==> src/rtl/mem_port_arbiter.sv <==
// Round-robin arbiter sharing one memory port between N_REQ engines.
// Read ownership is tracked in an in-order FIFO so returning beats reach their issuer.
module mem_port_arbiter #(
    parameter int N_REQ  = 2,
    parameter int MEM_AW = 16,
    parameter int MEM_DW = 32,
    parameter int OUTST  = 4
) (
    input  logic                      clk,
    input  logic                      rst_n,
    input  logic [N_REQ-1:0]          req,
    input  logic [N_REQ-1:0]          req_write,
    input  logic [N_REQ*MEM_AW-1:0]   req_addr,
    input  logic [N_REQ*MEM_DW-1:0]   req_wdata,
    output logic [N_REQ-1:0]          gnt,
    output logic [N_REQ-1:0]          rsp_vld,
    output logic [MEM_DW-1:0]         rsp_rdata,
    output logic                      mem_req,
    output logic                      mem_write,
    output logic [MEM_AW-1:0]         mem_addr,
    output logic [MEM_DW-1:0]         mem_wdata,
    input  logic                      mem_ready,
    input  logic                      mem_rdata_vld,
    input  logic [MEM_DW-1:0]         mem_rdata,
    output logic [$clog2(OUTST):0]    outst_cnt,
    output logic                      err_orphan
);
    localparam int IW = (N_REQ > 1) ? $clog2(N_REQ) : 1;
    localparam int PW = $clog2(OUTST);
    localparam int CW = PW + 1;

    logic [IW-1:0]    rr_ptr;
    logic [IW-1:0]    gnt_idx;
    logic             gnt_any;
    logic [N_REQ-1:0] elig;
    logic             slot_free;
    logic             pop;
    logic             push;
    logic             read_room;
    logic [IW-1:0]    owner_fifo [OUTST];
    logic [PW-1:0]    wr_ptr;
    logic [PW-1:0]    rd_ptr;

    assign slot_free = ~mem_req | mem_ready;
    assign pop       = mem_rdata_vld & (outst_cnt != '0);
    // A beat retiring this cycle frees its FIFO entry, so a full FIFO may still take a read.
    assign read_room = (outst_cnt < CW'(OUTST)) | pop;

    always_comb begin
        elig = '0;
        for (int i = 0; i < N_REQ; i++) begin
            elig[i] = rst_n & req[i] & slot_free & (req_write[i] | read_room);
        end
    end

    always_comb begin
        gnt     = '0;
        gnt_any = 1'b0;
        gnt_idx = '0;
        for (int k = 0; k < N_REQ; k++) begin
            int idx;
            idx = int'(rr_ptr) + k;
            if (idx >= N_REQ) idx = idx - N_REQ;
            if (!gnt_any && elig[idx]) begin
                gnt_any = 1'b1;
                gnt_idx = IW'(idx);
            end
        end
        if (gnt_any) gnt[gnt_idx] = 1'b1;
    end

    assign push = gnt_any & ~req_write[gnt_idx];

    always_ff @(posedge clk or negedge rst_n) begin
        if (!rst_n) begin
            rr_ptr     <= '0;
            mem_req    <= 1'b0;
            mem_write  <= 1'b0;
            mem_addr   <= '0;
            mem_wdata  <= '0;
            wr_ptr     <= '0;
            rd_ptr     <= '0;
            outst_cnt  <= '0;
            rsp_vld    <= '0;
            rsp_rdata  <= '0;
            err_orphan <= 1'b0;
        end else begin
            if (slot_free) begin
                if (gnt_any) begin
                    mem_req   <= 1'b1;
                    mem_write <= req_write[gnt_idx];
                    mem_addr  <= req_addr[gnt_idx*MEM_AW +: MEM_AW];
                    mem_wdata <= req_wdata[gnt_idx*MEM_DW +: MEM_DW];
                    rr_ptr    <= (gnt_idx == IW'(N_REQ-1)) ? '0 : gnt_idx + 1'b1;
                end else begin
                    mem_req <= 1'b0;
                end
            end

            if (push) wr_ptr <= wr_ptr + 1'b1;
            if (pop)  rd_ptr <= rd_ptr + 1'b1;

            case ({push, pop})
                2'b10:   outst_cnt <= outst_cnt + 1'b1;
                2'b01:   outst_cnt <= outst_cnt - 1'b1;
                default: outst_cnt <= outst_cnt;
            endcase

            rsp_vld <= '0;
            if (pop) begin
                rsp_vld[owner_fifo[rd_ptr]] <= 1'b1;
                rsp_rdata                   <= mem_rdata;
            end

            if (mem_rdata_vld && outst_cnt == '0) err_orphan <= 1'b1;
        end
    end

    // Owner storage needs no reset; validity is carried by the pointers and count.
    always_ff @(posedge clk) begin
        if (push) owner_fifo[wr_ptr] <= gnt_idx;
    end

endmodule

==> config.mk <==
export PLATFORM = sky130hd
export DESIGN_NAME = mem_port_arbiter
export DESIGN_NICKNAME = d
export VERILOG_FILES = /design/src/rtl/mem_port_arbiter.sv
export SDC_FILE = /design/constraint.sdc
export NUM_CORES = 1
export LEC_CHECK = 0
export ABC_AREA = 1
export CORE_AREA = 2 2 109 111
export CTS_CLUSTER_SIZE = 16
export DETAILED_ROUTE_END_ITERATION = 7
export DIE_AREA = 0 0 111 113
export PLACE_DENSITY = 0.79
export SETUP_SLACK_MARGIN = 0.02
export SLEW_MARGIN = 15
export SYNTH_ARGS = -nofsm -noshare
export SYNTH_HDL_FRONTEND = slang
export SYNTH_SLANG_ARGS = --single-unit
export TNS_END_PERCENT = 1
==> constraint.sdc <==
create_clock -name clk -period 3.1 [get_ports clk]
set_clock_uncertainty 0.15 [all_clocks]
set_input_delay 0.62 -clock clk [delete_from_list [all_inputs] [get_ports clk]]
set_output_delay 0.62 -clock clk [all_outputs]
set_load 0.01 [all_outputs]
### After elaboration in Yosys (flattened, before gate mapping)

Memories as Yosys holds them, arrays and structs flattened.
Index checks and enable logic that the tools add are counted.

* $add $sub $neg: 8
* order comparisons: 9
* equal/unequal tests: 2
* shift-type cells: 2
* mux-type cells: 25
* bitwise gates (word level): 14
* reductions and logical operators: 9

Operators by type and width (count)
* $lt 32x3->1 const B: 2
* $mux 32: 2
* $shiftx 64x7->32: 1
* $shiftx 32x6->16: 1
* $mux 1: 18
* $and 1x1->1: 8
* $pmux 3 s2: 1
* $add 2x1->2 const B: 2
* $logic_and 1x1->1: 4
* $lt 1x2->1 const B: 2
* $mux 2: 2
* $or 1x1->1: 4
* $add 3x1->3 const B: 1
* $logic_not 3->1: 1
* $lt 3x3->1 const B: 1
* $reduce_bool 3->1: 1
* $sub 1x2->3 const B: 1
* $sub 2x2->3 const B: 1
* $sub 3x1->3 const B: 1
* $add 1x1->2 const B: 1
* $demux 1 s1: 2
* $eq 2x1->1 const B: 1
* $eq 2x2->1 const B: 1
* $ge 1x1->1 const B: 2
* other kinds (7): 8

* register bits after elaboration: 93
* RAM bits: 4
* bits of input ports: 136
* word-level logic and storage cells: 81
* memories kept: 1

Memories
* owner_fifo: words 4, width 1, read ports 1, clocked after memory_dff 0, wr ports 1, line 40 `logic [IW-1:0] owner_fifo [OUTST];`

### Depth between registers and ports, before layout

* word-level depth: 18
* mapped depth: 12

### Worst setup path after synthesis

No wires, ideal clock.

* path type: input to register
* from: input mem_ready
* to: register outst_cnt[2]
* setup time: 0.131 ns
* data arrival time: 2.261 ns
* slack: 0.558 ns
* stages on the path: 12
* cells stage by stage: inv_1 > nand2_1 > nand2_1 > nor2_1 > nand2_2 > nand2_1 > nand3_2 > ha_1 > fa_1 > a21oi_1 > o21ai_0 > xor2_1

* word-level cells in the longest chain between the ends: 16
* elaborated cells between the ends (all ways): 25

RTL lines
* from (decl): line 22 `input logic mem_ready,`
* $or 1x1->1 (*): line 44 `assign slot_free = ~mem_req | mem_ready;`
* $and 1x1->1 (2 in series): line 52 `elig[i] = rst_n & req[i] & slot_free & (req_write[i] | read_room);`
* $mux 1 (implied by the code) (3 in series): line 64 `if (!gnt_any && elig[idx]) begin`
* $mux 1: line 64
* $logic_not 1->1: line 64
* $logic_and 1x1->1: line 64
* $mux 1: line 64
* $mux 1 (implied by the code) (2 in series): line 72 `assign push = gnt_any & ~req_write[gnt_idx];`
* $not 1->1: line 72
* $and 1x1->1 (*): line 72
* $eq 2x1->1 or $eq 2x2->1 (tied branches): line 103 `case ({push, pop})`
* $pmux 3 s2 or $reduce_bool 2->1 (tied branches)
* to (signal assigned): line 104 `2'b10: outst_cnt <= outst_cnt + 1'b1;`
* to (signal assigned): line 105 `2'b01: outst_cnt <= outst_cnt - 1'b1;`
* to (signal assigned): line 106 `default: outst_cnt <= outst_cnt;`
* to (decl): line 25 `output logic [$clog2(OUTST):0] outst_cnt,`

Mark *: on every way between the ends. The rest lies on a longest branch, timed or not. The select of a mux whose other input is x is not followed.
A chain may end at the register's enable or synchronous reset.

### Final worst setup path

* from: input mem_ready
* to: output gnt[1]

* word-level cells in the longest chain between the ends: 15
* elaborated cells between the ends (all ways): 23

RTL lines
* $or 1x1->1 (*): line 44
* $and 1x1->1 (2 in series): line 52
* $mux 1 (implied by the code) (3 in series): line 64
* $mux 1: line 64
* $logic_not 1->1: line 64
* $logic_and 1x1->1: line 64
* $mux 1: line 64
* $lt 1x2->1 (implied by the code) or $ge 1x1->1 (tied branches): line 69 `if (gnt_any) gnt[gnt_idx] = 1'b1;`
* $logic_and 1x1->1 (implied by the code): line 69
* $mux 1 (implied by the code): line 69
* $demux 1 s1: line 69
* $mux 2 (*): line 69
* to (decl): line 15 `output logic [N_REQ-1:0] gnt,`

Marks and branches as above.

==> flow_summary.ini <==
[status]
status = completed

[setup_path]
timing.critical_path.required_ns = 2.33
crit_type = in2out
worst_path_largest_cell_delay_ns = 0.53
cp-start-kind = input pin
cp_max_fo = 5
timing.critical_path.to_type = output pin
worstPathBufferInverterCount = 4
arr_time_crit_path_ns = 2.21
critPathSlowestCell = clkdlybuf4s50_1
crit_path_cell_trace = clkdlybuf4s50_1 -> inv_1 -> nand2_1 -> nand2_2 -> nor2_2 -> nand2_4 -> inv_1 -> clkdlybuf4s50_1
crit_family = buffers and inverters

[floorplanning]
floorplan.die.width_um = 111
area_of_the_core_um2 = 11270
initial_core_util_pct = 39.84
dieArea_um2 = 12540
chipHeight_um = 113
ioPinCount = 226
rows = 39

[global_routing]
antenna_violations_before_repair = 0
first_global_vias = 4439
overflow_after_grt = 0
wire_length_of_the_first_global_routing_pass_um = 20790
grt_start_max_net_pins = 94
track_usage_pct = 20.28

[routing]
dr_total_vias = 4403
drt_wl_total_um = 12660
antenna_violating_nets_post_route = 0
route.detailed.wl_per_inst_um = 13.31
drtIter0Drc = 281
drcViolationCount = 0
drt_first_pass_iters = 4
routed_via_density = 4.630

[sta]
maxSlewViolCount = 0
setup_tns_ns = 0
headroom_to_the_max_slew_limit_pct = 41.72
max_clock_freq_ghz = 0.3357
hold_viol = 0
final_period_minus_worst_setup_slack_ns = 2.979
unrepaired_setup_endpoints_after_global_routing = no
hold-worst-slack_ns = 0.2345
worst-slew-pin-transition_ns = 0.8742
timing.final.crit_share_pct = 96.08
final_number_of_setup_violating_endpoints = 0

[clocking]
cts_sinks = 97
clock_tree.root_cell = clkbuf_16
cts_htree_levels = 3
numCtsBuffers = 9
cts_tree = yes
cts.reportedPaths.clkPinSlew_ns = 0.06
clock_insertion_delay_worst_skew_ns = 0.33
cts_max_path_buffers = 2
post-cts-setup-buffers = 0

[final_layout]
most_common_library_cell_in_the_layout_ignoring_fill_and_taps = nand2_1
area_delta_synth_final_pct = 61.74
finalNonFillerCells = 951
antennaDiodeCount = 0
multi_input_comb_area_um2 = 1693
fill_cells = 928
commonest_cells_after_routing_fill_and_taps_aside = nand2_1, clkdlybuf4s50_1, dfrtp_1
design.final.nets = 945
final_layout_size_suffix_gt1_share_pct = 5.198
regArea_um2 = 2447
final_design_area_no_fill_um2 = 7263

[logic_synthesis]
synth-seq-cells = 97
syn-mean-instance-area_um2 = 7.756
synth.net_count = 721
post_synth_inst_count = 579
distinct_cells_synth = 31
seq_total_area_yosys_pct = 54.50
ys.warnings.count = 0
syn_area_um2 = 4491

[placed_design]
placed_cells_incl_taps = 934
hpwlAfterDp_um = 9547
buffer_ports.inserted = 225
placed_cell_area_um2 = 6893
finalWeightedCongestion = 0.8240

[power]
power.static_leakage_nw = 3.597
max-vdd-ir-drop_v = 0.0003089
pwr_density_nw_per_um2 = 714.8

[job]
maxCapViolCount = 0

[min_path]
min-delay-path-class = in2async
-- Yosys cell counts --
cell type    n  area, um^2
dfrtp_1     93        2327
nand3b_1     1       7.510
a21oi_1      4       20.02
nand3_2      1       10.01
o21ai_2      1       8.760
fa_1         1       20.02
nand3_1      2       10.01
nor3_2       1       10.01
o21ai_0      1       5.000
nor2_1      60       225.2
clkbuf_1     5       18.77
o21bai_1     1       7.510
xnor2_1      1       8.760
and2_1       1       6.260
buf_4        1       7.510
inv_1       60       225.2
mux2_2       1       11.26
nor2b_1      1       6.260
buf_2       16       80.08
clkinv_1     1       3.750
nand2_1    256       960.9
buf_1        2       7.510
edfxtp_1     4       120.1
o21ai_1     48       240.2
xor2_1       2       17.52
nand2_2      1       6.260
a32o_1       1       10.01
nand4_1      2       12.51
inv_2        3       11.26
buf_6        2       22.52
ha_1         5       62.56
-- where the power goes --
part / total, mW / leakage, nW / switching, mW / internal [mW]
clock network: 1.26 / 0.172 / 0.450 / 0.806
registers: 1.93 / 1.17 / 0.252 / 1.68
logic: 2.00 / 2.26 / 0.919 / 1.08
-- metal layers --
layer  wire length (um)  part of all wire, %  GRT usage (%)
met1               5264                   42          24.74
met2               6185                   49          35.05
met3                904                  7.1          4.821
met5                  0                    0              0
met4                301                  2.4          7.833
-- cell type report --
type	count	area share [%]
Sequential cell	97	33.70
Timing Repair Buffer	239	32.49
Tap cell	143	2.463
Inverter	64	3.307
Clock inverter	6	1.447
Multi-Input combinational cell	392	23.31
Clock buffer	10	3.290
-- final timing paths --
kind / start / end / slack [ns] / depth (start not counted)
worst max-delay path: mem_ready / gnt[1] / 0.12 / 8
worst min-delay path: rst_n / mem_addr[7]$_DFFE_PN0P_ / 0.23 / 2
worst max register to register: mem_req$_DFFE_PN0P_ / outst_cnt[2]$_DFFE_PN0P_ / 0.73 / 11
worst min register to register: rsp_rdata[12]$_DFFE_PN0P_ / rsp_rdata[12]$_DFFE_PN0P_ / 0.33 / 2
max in group asynchronous: rst_n / mem_wdata[0]$_DFFE_PN0P_ / 1.55 / 3
min in group clk: rsp_rdata[12]$_DFFE_PN0P_ / rsp_rdata[12]$_DFFE_PN0P_ / 0.33 / 2
-- sequential cells by signal, indices dropped and copies added, names as in the netlist --
name and cells:
mem_addr 16, mem_req 1, err_orphan 1, mem_wdata 32, rr_ptr 1, rd_ptr 2
outst_cnt 3, mem_write 1, rsp_rdata 32, wr_ptr 2, owner_fifo 4, rsp_vld 2
-- kinds of logic (layout without fill, tap and decap cells) --
family | after synthesis | after routing | share of synthesized area, %
and+or+nand+nor | 326 | 326 | 27.95
DFF | 97 | 97 | 54.50
buffers and inverters | 90 | 319 | 8.387
AOI/OAI and AO/OA | 56 | 56 | 6.492
adders and majority gates | 6 | 6 | 1.839
xor gates and xnor gates | 3 | 3 | 0.5852
muxes | 1 | 1 | 0.2507
-- worst register-to-register path, stage by stage (launching register included) --
cell and delay, ns:
dfrtp_1 0.42, nand2_1 0.12, nand2_2 0.10, nor2_2 0.19, nand2_4 0.09, nand2_1 0.12
nand3_2 0.09, ha_1 0.22, fa_1 0.38, a21oi_1 0.12, o21ai_0 0.11, xor2_1 0.16
-- what timing repair did --
| action | 4_1_cts | 5_1_grt |
|---|---|---|
| gates cloned | 0 | 0 |
| hold buffers | 1 | 0 |
| endpoints found under the hold margin | 5 | 0 |
| pin swaps | 0 | 1 |
| resized for setup | 1 | 4 |
| endpoints found under the setup margin | 1 | 3 |
-- stage by stage --
step | utilization (%) | total power, mW | setup WS, ns
6_report | 64.44 | 5.192 | 0.1215
2_1_floorplan | - | 2.768 | 0.5582
5_1_grt | 64.44 | 5.516 | 0.02336
3_5_place_dp | 61.15 | 3.973 | -0.09893
4_1_cts | 64.32 | 5.257 | 0.009770
3_3_place_gp | 61.15 | 3.893 | -0.008202
Power figures use the tool's default switching activity.
==> patch, RTL diff (same flow settings) <==
The parameter `OUTST` goes from 4 to 8.
--- a/src/rtl/mem_port_arbiter.sv
+++ b/src/rtl/mem_port_arbiter.sv
@@ -4,7 +4,7 @@
     parameter int N_REQ  = 2,
     parameter int MEM_AW = 16,
     parameter int MEM_DW = 32,
-    parameter int OUTST  = 4
+    parameter int OUTST  = 8
 ) (
     input  logic                      clk,
     input  logic                      rst_n,
Interface: changed (resized outst_cnt); port bits go from 226 to 227. No check against the original RTL was run, so the function may have changed too.
==> patch against the original RTL <==
- sequential cell count rose by 7
- worst setup slack improved by 0.16 ns
- die area did not move
- power rose by 3.8%
- synthesized area rose by 2.5%
- sequential share of layout area rose by 2.6 points
- wire length rose by 6.5%
- design area rose by 0.29%
- hold slack got worse by 0.14 ns
- fmax rose by 5.6%
- largest power group unchanged
==> patch: results (changes against the original RTL) <==
outcome: completed
worst vdd ir: 336.0 µV (+8.8%)
synth top area cells: dfrtp_1 (52%), nand2_1 (14%), a21oi_1 (11%)
Max H-tree Level: 3 (unchanged)
Post-synth top cells: nand2_1 (176), a21oi_1 (99), dfrtp_1 (96)
CTS Buf Count: 9 (unchanged)
critical path fanouts, max: 5 (unchanged)
worst r2r path cells: 13 (+2)
Total GRT Usage: 0.2100 (+0.007201)
Post-synth EDFFs: 8 (+4)
crit path launch: mem_rdata_vld
Worst setup endpoint: gnt[0]
DR iter-0 viols: 210 (-25%)
layout cells sized above 1: 0.05395 (+0.001967)
Routability Congestion: 0.8409 (+2.1%)
ys async rst share: 0.9231 (-0.03569)
Slew headroom: 0.3580 (-0.05920)
Final Non-Filler Cells: 903 (-5.0%)
crit-path max cell delay: 0.49 ns (-0.04 ns)
Synth cell types: 32 (+3.2%)
Mean Syn Cell Area: 8.634 µm² (+11%)
CP arrival: 2.05 ns (-0.16 ns)
HPWL after DPL: 9809 µm (+2.7%)
vias: 4474 (+1.6%)
vias in the first global route: 4629 (+4.3%)
FF-to-FF End: outst_cnt[2]
sequential-to-total area share from yosys stat: 0.5742 (+0.02923)
placed insts: 886 (-5.1%)
final wirelength: 13480 µm (+6.5%)
largest net degree at the start of global routing: 77 (-18%)
first-pass GRT wire length: 21560 µm (+3.7%)
Yosys warning count: 0 (unchanged)
Leak: 0.003187 µW (-11%)
number of port buffers: 226 (+0.44%)
FF-to-FF Start: outst_cnt[3]
DR pass1 iterations: 5 (+1)
clock slew at reported path FFs: 0.07 ns
Synthesized Nets: 674 (-6.5%)
R2R Setup Slk: 0.40 ns (-0.33 ns)
## patch: final cells by class
cell class              count  area [µm²]  share of cell area
clock inverters             2       38.79            0.005325
well taps                 143       178.9             0.02456
inverters                  17       68.82            0.009447
repair buffers            238        2354              0.3231
flip-flops and latches    104        2643              0.3628
clock buffers              14       264.0             0.03624
multi-input cells         385        1738              0.2386
## patch: per-stage QoR
| stage | setup WS, ns | area [µm²] | util |
|---|---|---|---|
| floorplan | 0.4842 | 4602 | - |
| global placement | 0.04717 | 6968 | 0.6182 |
| detailed placement | -0.1309 | 6968 | 0.6182 |
| CTS | 0.09292 | 7282 | 0.6460 |
| global route | 0.1047 | 7284 | 0.6462 |
| finish | 0.2804 | 7284 | 0.6462 |
## patch: metal layers
layer,wire [µm],global-route usage,part of all wire
met4,174,0.06250,0.013
met1,5369,0.2401,0.40
met2,6843,0.3816,0.51
met3,1092,0.06267,0.081
met5,0,0,0
## patch: cells by family (layout without fill, tap and decap cells)
logic type               after synthesis  in the layout  synth area share
AND/OR/NAND/NOR                      263            263            0.2278
AO/OA/AOI/OAI                        111            111            0.1240
flip-flops                           104            104            0.5742
multiplexers                           1              1          0.002175
buffers and inverters                 44            271           0.04867
adder cells (fa/ha/maj)                5              5           0.01359
XOR/XNOR                               5              5          0.009516
## patch: where the power goes
group          switching (µW)  internal [µW]
combinational            1020           1140
sequential                291           1800
clock                     464            673
## patch: worst min-delay path by stage
stage                    start       endpoint  slack [ns]  cells past startpoint
floorplan                rst_n     err_orphan        0.17                      0
global placement    err_orphan     err_orphan        0.30                      1
detailed placement       rst_n        mem_req        0.32                      1
CTS                      rst_n  rsp_rdata[26]        0.09                      2
global route             rst_n  rsp_rdata[26]        0.10                      2
finish                   rst_n  rsp_rdata[27]         0.1                      2
## patch: repair_timing
action / in CTS / in global routing
endpoints found under the hold margin: 9 / 0
hold buffers: 1 / 0
endpoints found under the setup margin: 1 / 1
gates resized for setup: 2 / 1
